File: src/rtl/sliced_add_sub_unit.sv
// sliced_add_sub_unit: multi-cycle adder/subtractor, SLICE bits per cycle; optional zero flag via ADDSUB_ZERO_FLAG_EN.
module sliced_add_sub_unit #(
  parameter int WIDTH = 16,
  parameter int SLICE = 4
) (
  input  logic             clk,
  input  logic             rst_n,
  input  logic             in_valid,
  output logic             in_ready,
  input  logic [WIDTH-1:0] a,
  input  logic [WIDTH-1:0] b_initial,
  input  logic [2:0]       ALUop,
  output logic             out_valid,
  input  logic             out_ready,
  output logic [WIDTH-1:0] result,
  output logic             carry_out,
  output logic             overflow,
  output logic             illegal_op
`ifdef ADDSUB_ZERO_FLAG_EN
  , output logic           zero
`endif
);
  localparam int NSLICE = WIDTH / SLICE;
  localparam int KW = NSLICE > 1 ? $clog2(NSLICE) : 1;
  typedef enum logic [1:0] {IDLE, RUN, DONE} state_t;
  state_t state_q, state_d;
  logic [KW-1:0] k_q, k_d;
  logic [WIDTH-1:0] a_q, a_d, b_q, b_d, res_q, res_d;
  logic carry_q, carry_d, ill_q, ill_d, cout_q, cout_d, ovf_q, ovf_d;
  logic [SLICE:0] sum;
  logic is_sub, last;
  assign is_sub = ALUop == 3'b110;
  assign last = k_q == KW'(NSLICE - 1);
  assign sum = {1'b0, a_q[k_q*SLICE +: SLICE]} + {1'b0, b_q[k_q*SLICE +: SLICE]} + {{SLICE{1'b0}}, carry_q};
  always_ff @(posedge clk) begin
    if (!rst_n) begin
      state_q <= IDLE;
      k_q     <= '0;
      a_q     <= '0;
      b_q     <= '0;
      res_q   <= '0;
      carry_q <= 1'b0;
      ill_q   <= 1'b0;
      cout_q  <= 1'b0;
      ovf_q   <= 1'b0;
    end else begin
      state_q <= state_d;
      k_q     <= k_d;
      a_q     <= a_d;
      b_q     <= b_d;
      res_q   <= res_d;
      carry_q <= carry_d;
      ill_q   <= ill_d;
      cout_q  <= cout_d;
      ovf_q   <= ovf_d;
    end
  end
  always_comb
    state_d = state_q == IDLE ? (in_valid ? RUN : IDLE) :
              state_q == RUN  ? (last ? DONE : RUN) :
                                (out_ready ? IDLE : DONE);
  // Datapath: capture on acceptance, one slice per RUN cycle; flags settle on the last slice.
  always_comb begin
    k_d     = k_q;
    a_d     = a_q;
    b_d     = b_q;
    res_d   = res_q;
    carry_d = carry_q;
    ill_d   = ill_q;
    cout_d  = cout_q;
    ovf_d   = ovf_q;
    if (state_q == IDLE && in_valid) begin
      a_d     = a;
      b_d     = b_initial ^ {WIDTH{is_sub}};
      ill_d   = !(ALUop == 3'b010 || is_sub);
      k_d     = '0;
      carry_d = is_sub;
    end else if (state_q == RUN) begin
      res_d[k_q*SLICE +: SLICE] = sum[SLICE-1:0];
      carry_d = sum[SLICE];
      k_d     = last ? k_q : k_q + 1'b1;
      cout_d  = last ? sum[SLICE] : cout_q;
      ovf_d   = last ? (a_q[WIDTH-1] == b_q[WIDTH-1]) && (sum[SLICE-1] != a_q[WIDTH-1]) : ovf_q;
    end
  end
  always_comb begin
    in_ready   = state_q == IDLE;
    out_valid  = state_q == DONE;
    result     = res_q;
    carry_out  = cout_q;
    overflow   = ovf_q;
    illegal_op = ill_q;
  end
`ifdef ADDSUB_ZERO_FLAG_EN
  assign zero = state_q == DONE && res_q == '0;
`endif
endmodule

File: config.mk
export PLATFORM = sky130hd
export DESIGN_NAME = sliced_add_sub_unit
export DESIGN_NICKNAME = d
export VERILOG_FILES = /design/src/rtl/sliced_add_sub_unit.sv
export SDC_FILE = /design/constraint.sdc
export NUM_CORES = 1
export LEC_CHECK = 0
export ABC_CLOCK_PERIOD_IN_PS = 7200
export CAP_MARGIN = 0
export CORE_MARGIN = 10
export CORE_UTILIZATION = 44
export CTS_BUF_LIST = sky130_fd_sc_hd__clkbuf_16
export DETAILED_ROUTE_END_ITERATION = 16
export GPL_TIMING_DRIVEN = 1
export PLACE_DENSITY = 0.77
export SYNTH_ARGS = -nofsm -noshare
export SYNTH_HDL_FRONTEND = slang
export SYNTH_SLANG_ARGS = --single-unit
File: constraint.sdc
create_clock -name clk -period 7.2 [get_ports clk]
set_input_delay 0.72 -clock clk [delete_from_list [all_inputs] [get_ports clk]]
set_output_delay 0.72 -clock clk [all_outputs]
set_load 0.03 [all_outputs]
# Yosys cells after proc, flatten, opt, wreduce, memory -nomap -nowiden
# Index checks and enable logic that the tools add are counted.
# word_totals
register_bits,56
in_bits,39
elab_cells,46
# op_classes
n_addsub,4
n_eq_ne,7
shifts,4
mux,8
bitwise_logic,4
reduce_logical,10
# op_table
op,n
4-bit negation with 34-bit output,1
4-bit by 34-bit variable shift with 16-bit output (first input constant),1
4-bit by 34-bit indexed part select with 16-bit output,1
16-bit by 5-bit indexed part select with 4-bit output,2
16-bit bitwise mux,1
16-bit XOR,1
2-bit two-way mux,4
4-bit by 4-bit adder with 5-bit output,1
5-bit by 1-bit adder with 5-bit output,1
2-bit equality test (second input constant),2
2-bit AND reduction,2
3-bit by 2-bit equality test with 1-bit output (second input constant),1
3-bit equality test (second input constant),1
1-bit two-way mux,3
1-bit NOT,3
3-bit AND reduction,1
2-bit by 1-bit adder with 2-bit output (second input constant),1
2-bit by 1-bit equality test with 1-bit output (second input constant),1
1-bit logical AND,2
2-bit logical NOT,1
2-bit nonzero test,1
2-bit OR reduction,1
1-bit equality test,1
1-bit logical NOT,1
2 further kinds,2

# Longest topological paths before layout
# Gate-level depths: netlist (run 1).
# depth
word_depth,5
depth_mapped,8
depth_no_buf,7

# Worst setup path after synthesis (run 1)
# Ideal clock, no wire load.
# synth_timing
path_type,register to register
from,register k_q[0]
to,register carry_q
setup_time_ns,0.115
arrival_time_ns,2.641
t_required_ns,7.085
setup_slack_ns,4.444
path_stages_with_launch,9
n_path_buf,1
path_cell_list,dfxtp_1 buf_2 mux4_2 fa_1 fa_1 a21o_1 a21oi_1 a211oi_1 o21a_1
# synth_via
elab_chain_len,5
elab_cells_between_ends,6
# synth_lines
item,line,text
"start, declared",27,"logic [KW-1:0] k_q, k_d;"
"start signal, assigned",48,k_q <= k_d;
16-bit by 5-bit indexed part select with 4-bit output,34,"assign sum = {1'b0, a_q[k_q*SLICE +: SLICE]} + {1'b0, b_q[k_q*SLICE +: SLICE]} + {{SLICE{1'b0}}, carry_q};"
4-bit by 4-bit adder with 5-bit output (*),34,
5-bit by 1-bit adder with 5-bit output (*),34,
1-bit two-way mux (*),78,end else if (state_q == RUN) begin
1-bit two-way mux (*),72,if (state_q == IDLE && in_valid) begin
"end signal, assigned",52,carry_q <= carry_d;
"end, declared",29,"logic carry_q, carry_d, ill_q, ill_d, cout_q, cout_d, ovf_q, ovf_d;"
# Every way passes the cells marked *; elsewhere a longest branch is shown, timed or not. The select of a mux whose other input is x is not followed.
# A chain may end at the register's enable or synchronous reset.

# Worst setup path after layout (run 1)
# Ends and elaborated chain as after synthesis.

==> impl_results.rst, run 1 <==
.. list-table::
   :header-rows: 1

   * - Metric
     - Value
   * - Largest family of logic cells by synthesized area
     - compound AO/OA/AOI/OAI gates
   * - Initial standard-cell utilization of the core
     - 45.14%
   * - Number of search-and-repair iterations in the first detailed-routing pass
     - 4
   * - Total Neg Setup Slack
     - 0 ns
   * - Type of the tightest min-delay check
     - register to register
   * - Count of standard-cell rows
     - 28
   * - Total power
     - 0.6832 mW
   * - Peak VDD IR
     - 0.1017 mV
   * - Maximum operating frequency
     - 0.3286 GHz
   * - Critical-path maximum fanout
     - 16
   * - Total wire length
     - 5839 um
   * - Number of warnings issued by yosys
     - 0
   * - Synth Net Count
     - 325
   * - Number of buffers inserted to repair setup after CTS
     - 0
   * - Clock Sink Count
     - 56
   * - Standard cell with the maximum stage delay on the critical path
     - dfxtp_1
   * - Final critical-path share of the clock period
     - 42.27%
   * - CTS H-Tree Depth
     - 2
   * - Area fraction in and, or, nand and nor cells after synthesis
     - 17.93%
   * - Maximum cell stage delay along the critical path
     - 0.82 ns
   * - Worst slack on hold paths
     - 0.4656 ns
   * - Result of the run
     - completed
   * - Power density relative to cell area
     - 198.8 nW/um2
   * - Count of cells resized by post-cts repair
     - 0
   * - CTS tree
     - yes
   * - Static leakage
     - 1.435 nW
   * - Clk Latency, worst-skew pair
     - 0.29 ns
   * - Final layout net count
     - 376
   * - Maximum number of pins on one net before global-route repair
     - 59
   * - Share of the synthesized netlist area taken by xor and xnor gates
     - 5.899%
   * - Crit start category
     - register
   * - GRT Total Usage
     - 12.20%
   * - Worst slew pin tran
     - 0.9281 ns
   * - Setup violation total in the final timing report
     - 0
   * - Combined buffer and inverter count along the critical path
     - 0
   * - Cell Chain, Critical Path
     - mux4_2, fa_1, fa_1, a21o_1, a21oi_1, a211oi_1, o21a_1
   * - Worst slack at placement
     - 4.151 ns
   * - Via/cell ratio
     - 5.313
   * - Global placement routability congestion
     - 0.8034
   * - Synthesized area divided by synthesized cell count
     - 9.718 um2
   * - Total half-perimeter wirelength after legalization and detailed placement
     - 4430 um
   * - Final-report max-slew violation count
     - 0
   * - Maximum count of clock buffers along a single path
     - 2
   * - Gr ovfl total
     - 0
   * - Share of the synthesized area in the top cell type
     - 41.95%
   * - Global-route wire length before repair
     - 10070 um
   * - Number of synthesized flops with an enable pin
     - 0
   * - Adder and majority cell fraction of the synthesized area
     - 5.712%
   * - CP required
     - 7.38 ns
   * - IO Port Bufs
     - 59
   * - Area of the core region
     - 5921 um2
   * - Violation count after the first detailed-route iteration
     - 111
   * - Min Tclk post-route
     - 3.044 ns
   * - Cell area after synthesis
     - 2673 um2
   * - Number of buffers added by the clock tree synthesis step
     - 5
   * - Leading cell types by total area after synthesis
     - dfxtp_1 42%, nand2_1 8.4%, o211a_1 6.7%
   * - Number of antenna violations at the first check in global routing
     - 0
   * - Chip Height
     - 97.94 um
   * - Synthesis-to-finish area growth
     - 28.61%
   * - Crit-path leading delay family
     - adder cells
   * - Distinct cell type count of the synthesized netlist
     - 37
   * - Final hold violation count
     - 0
   * - Via count of the first global-routing pass
     - 2133
   * - Share of the yosys chip area belonging to registers
     - 41.95%
   * - Leading area contributor after synthesis
     - dfxtp_1
   * - Post-synthesis sequential element count
     - 56
   * - Final worst clock skew
     - 0.007202 ns
   * - Width of the die
     - 97.94 um
   * - Number of antenna-violating nets in the routed design
     - 0
   * - Unrepaired setup endpoints after global routing
     - false
   * - Arr. time, crit path
     - 3.23 ns
   * - Count of hold-fix buffers inserted at cts
     - 0
   * - Clock tree root buffer cell
     - clkbuf_16
   * - Worst-path clk slew
     - 0.07 ns
   * - PnR worst setup slack
     - 4.156 ns
   * - Primary flip-flop cell chosen by synthesis mapping
     - dfxtp_1
   * - Ports
     - 60
   * - Die footprint
     - 9591 um2
   * - Design area
     - 3437 um2
   * - Fraction of final layout cells sized beyond drive strength 1
     - 5.505%
   * - Most common cell on crit path
     - fa_1
   * - Syn Inst Count
     - 275
   * - Antenna cell count
     - 0
   * - Asr flop ratio synth
     - 0%
   * - Remaining max-slew budget at the tightest pin
     - 37.94%
   * - Instance area at placement
     - 3296 um2
   * - Routed via count
     - 2136
   * - Endpoint kind of the worst setup timing path
     - register
   * - Portion of netlist area occupied by mux cells
     - 6.742%
   * - Max cap viols
     - 0
   * - Crit path kind
     - register to register
   * - DR WL/cell
     - 14.52 um
   * - Drc violations
     - 0
   * - Synth Area in Compound Gates
     - 18.63%
-- cell usage in the layout (no fill, tap or decap), types with 2 or more instances in the layout --
cell,n
nand2_1,60
clkdlybuf4s50_1,59
dfxtp_1,56
o211a_1,18
xor2_1,17
a21boi_0,16
nor2b_1,15
a22oi_1,12
ha_1,9
mux4_2,8
nor2_1,5
o21ai_0,5
clkbuf_16,5
inv_1,4
and2_1,3
nand3b_1,3
a21oi_1,3
nand3_1,3
o21a_1,3
and4_1,2
fa_1,2
buf_4,2
-- cell usage after synthesis (2+ instances only) --
| master | n |
|---|---|
| and4_1 | 2 |
| buf_2 | 10 |
| dfxtp_1 | 56 |
| o211a_1 | 18 |
| o21a_1 | 3 |
| nand3b_1 | 3 |
| nor2_1 | 5 |
| o21ai_0 | 5 |
| mux4_2 | 8 |
| a21boi_0 | 16 |
| and2_1 | 3 |
| nand3_1 | 3 |
| clkbuf_1 | 7 |
| a21oi_1 | 3 |
| nand2_1 | 60 |
| xor2_1 | 17 |
| nor2b_1 | 15 |
| a22oi_1 | 12 |
| fa_1 | 2 |
| inv_1 | 2 |
| ha_1 | 9 |
-- area by class of cell --
type / instances / area (um2)
multi-input cells: 200 / 1468
flip-flops and latches: 56 / 1121
clock buffers: 5 / 125.1
well taps: 75 / 93.84
clock inverters: 3 / 16.27
inverters: 2 / 7.507
fillers: 522 / 2484
repair buffers: 61 / 605.6
-- power breakdown --
group,switching [mW],internal (mW),total (mW)
logic,0.0551,0.0588,0.114
registers,0.0126,0.327,0.339
clock network,0.103,0.127,0.230
total,0.171,0.513,0.683
-- final timing paths --
path	start	end	slack, ns	cells past startpoint
min reg2reg	a_q[11]	a_q[11]	0.47	2
max reg2reg	k_q[0]	carry_q	4.16	7
max	k_q[0]	carry_q	4.16	7
min	a_q[11]	a_q[11]	0.47	2
-- metrics by stage --
step                std cells  util [%]
CTS                       402     58.05
global placement          394     55.66
finish                    402     58.05
floorplan                 275         -
global route              402     58.05
detailed placement        394     55.66
-- tightest hold or removal path, stage by stage (launching register included) --
cell and delay [ns]:
dfxtp_1 0.31, nand2_1 0.05, a21boi_0 0.06
-- logic make-up after synthesis --
kind of cell,Yosys count
simple gates,100
compound gates,63
buf+inv,19
xor+xnor,18
flops,56
fa+ha+maj,11
mux,8
-- per-layer routing --
metal	global-route usage (%)	wire length, um	vias up
li1	-	-	1065
met1	15.28	2721	1000
met2	19.34	2703	65
met3	4.722	369	6
met4	2.685	46	0
met5	0	0	-
-- sequential cells by signal (all words and copies together), names as in the netlist --
register	flops
a_q	16
state_q	2
carry_out	1
illegal_op	1
k_q	2
result	16
b_q	16
carry_q	1
overflow	1
No activity file was read; power rests on OpenSTA's default activity.
==> run 2, diff against run 1 <==
ABC_CLOCK_PERIOD_IN_PS = 2800   (was 7200)
PLACE_DENSITY = 0.8   (was 0.77)
clock period = 2.8 ns   (was 7.2 ns; I/O delays follow)
==> impl_results.rst, run 2 (synthesis gave the netlist of run 1 again) <==
.. list-table::
   :header-rows: 1

   * - Metric
     - Value
   * - Worst-path clk slew
     - 0.07 ns
   * - Arr. time, crit path
     - 2.82 ns
   * - Number of antenna-violating nets in the routed design
     - 0
   * - Die footprint
     - 9591 um2
   * - Global placement routability congestion
     - 0.9262
   * - Min Tclk post-route
     - 2.637 ns
   * - Maximum count of clock buffers along a single path
     - 2
   * - Instance area at placement
     - 3346 um2
   * - Count of cells resized by post-cts repair
     - 0
   * - Leading cell types in the layout, fill and taps excluded
     - 60 x nand2_1, 59 x clkdlybuf4s50_1, 55 x dfxtp_1, 18 x o211a_1, 17 x xor2_1
   * - Maximum operating frequency
     - 0.3793 GHz
   * - Total half-perimeter wirelength after legalization and detailed placement
     - 4866 um
   * - Final layout net count
     - 381
   * - Number of antenna violations at the first check in global routing
     - 0
   * - Power density relative to cell area
     - 535.6 nW/um2
   * - Setup violation total in the final timing report
     - 0
   * - CP required
     - 2.98 ns
   * - Clk Latency, worst-skew pair
     - 0.29 ns
   * - Number of search-and-repair iterations in the first detailed-routing pass
     - 5
   * - Design area
     - 3515 um2
   * - Footprint of the multi-input gates
     - 1468 um2
   * - Count of hold-fix buffers inserted at cts
     - 0
   * - Ports
     - 60
   * - GRT Total Usage
     - 13.02%
   * - Final hold violation count
     - 0
   * - Violation count after the first detailed-route iteration
     - 142
   * - Final-report max-slew violation count
     - 0
   * - Final worst clock skew
     - 0.007443 ns
   * - Total wire length
     - 6418 um
   * - Result of the run
     - completed
   * - Peak VDD IR
     - 0.3495 mV
   * - Endpoint kind of the worst setup timing path
     - register
   * - CTS H-Tree Depth
     - 2
   * - Static leakage
     - 1.473 nW
   * - Crit start category
     - register
   * - Clock Sink Count
     - 56
   * - IO Port Bufs
     - 59
   * - Type of the tightest min-delay check
     - register to register
   * - Most common cell on crit path
     - fa_1
   * - Maximum cell stage delay along the critical path
     - 0.54 ns
   * - Count of standard-cell rows
     - 28
   * - Global-route wire length before repair
     - 10760 um
   * - Via/cell ratio
     - 5.356
   * - Synthesis-to-finish area growth
     - 31.51%
   * - Width of the die
     - 97.94 um
   * - Via count of the first global-routing pass
     - 2172
   * - Unrepaired setup endpoints after global routing
     - false
   * - Routed via count
     - 2180
   * - Worst slack on hold paths
     - 0.4717 ns
   * - Register Area
     - 1122 um2
   * - Initial standard-cell utilization of the core
     - 45.14%
   * - Gr ovfl total
     - 0
   * - Crit path kind
     - register to register
   * - Number of buffers added by the clock tree synthesis step
     - 5
   * - Cell Chain, Critical Path
     - mux4_2, fa_1, fa_1, a21o_1, a21oi_1, a211oi_1, o21a_1
   * - Area of the core region
     - 5921 um2
   * - Antenna cell count
     - 0
   * - Worst slew pin tran
     - 0.7768 ns
   * - Number of buffers inserted to repair setup after CTS
     - 0
   * - Max cap viols
     - 0
   * - Clock tree root buffer cell
     - clkbuf_16
   * - Chip Height
     - 97.94 um
   * - Total Neg Setup Slack
     - 0 ns
   * - Drc violations
     - 0
   * - Critical-path maximum fanout
     - 6
   * - Maximum number of pins on one net before global-route repair
     - 46
   * - Standard cell with the maximum stage delay on the critical path
     - mux4_2
   * - Number of fill cells in the layout
     - 525
   * - Commonest non-fill, non-tap cell in the layout
     - nand2_1
   * - DR WL/cell
     - 15.77 um
   * - Final critical-path share of the clock period
     - 94.16%
   * - Fraction of final layout cells sized beyond drive strength 1
     - 7.530%
   * - Remaining max-slew budget at the tightest pin
     - 47.74%
   * - CTS tree
     - yes
-- run 2: changes by cell type in the layout (fill, tap and decap cells not counted), sizes merged --
cell / before / now
buf: 2 / 7
bufinv: 0 / 1
clkinv: 1 / 0
-- run 2: area by class of cell --
type / instances / share of cell area (%)
clock buffer: 5 / 3.560
clock inverter: 3 / 1.210
inverter: 2 / 0.2136
multi-input combinational: 200 / 41.76
sequential: 56 / 31.93
tap: 75 / 2.670
timing repair buffer: 66 / 18.65
-- run 2: where the power goes --
group / switching [mW] / total, mW / internal (mW)
Clock: 0.278 / 0.700 / 0.422
Sequential: 0.0289 / 0.869 / 0.840
Combinational: 0.154 / 0.313 / 0.159
-- run 2: worst paths after layout --
kind / depth (start not counted) / startpoint / endpoint / slack, ns
min: 2 / a_q[14] / a_q[14] / 0.47
max: 7 / k_q[0] / carry_q / 0.16
min reg2reg: 2 / a_q[14] / a_q[14] / 0.47
max reg2reg: 7 / k_q[0] / carry_q / 0.16
-- run 2: per-stage QoR --
stage	total power [mW]	setup slack (ns)	std cells	util, %
final	1.882	0.1634	407	59.36
after global routing	1.961	0.01557	407	59.36
after CTS	1.893	0.06565	407	59.34
after detailed placement	1.196	0.1255	399	56.51
after global placement	1.189	0.1785	399	56.51
after floorplan	1.072	0.04416	275	-
-- run 2: critical path: cells and delay by family (launching register included) --
family / cells / cell delay (ns)
DFF: 1 / 0.42
adders and majority gates: 2 / 0.87
muxes: 1 / 0.54
AOI/OAI and AO/OA: 4 / 0.70
-- run 2: per-layer routing --
layer  track usage, %  wire length [um]
met5                0                 0
met3            4.792               468
met2            21.27              3023
met4            2.685                45
met1            16.00              2880
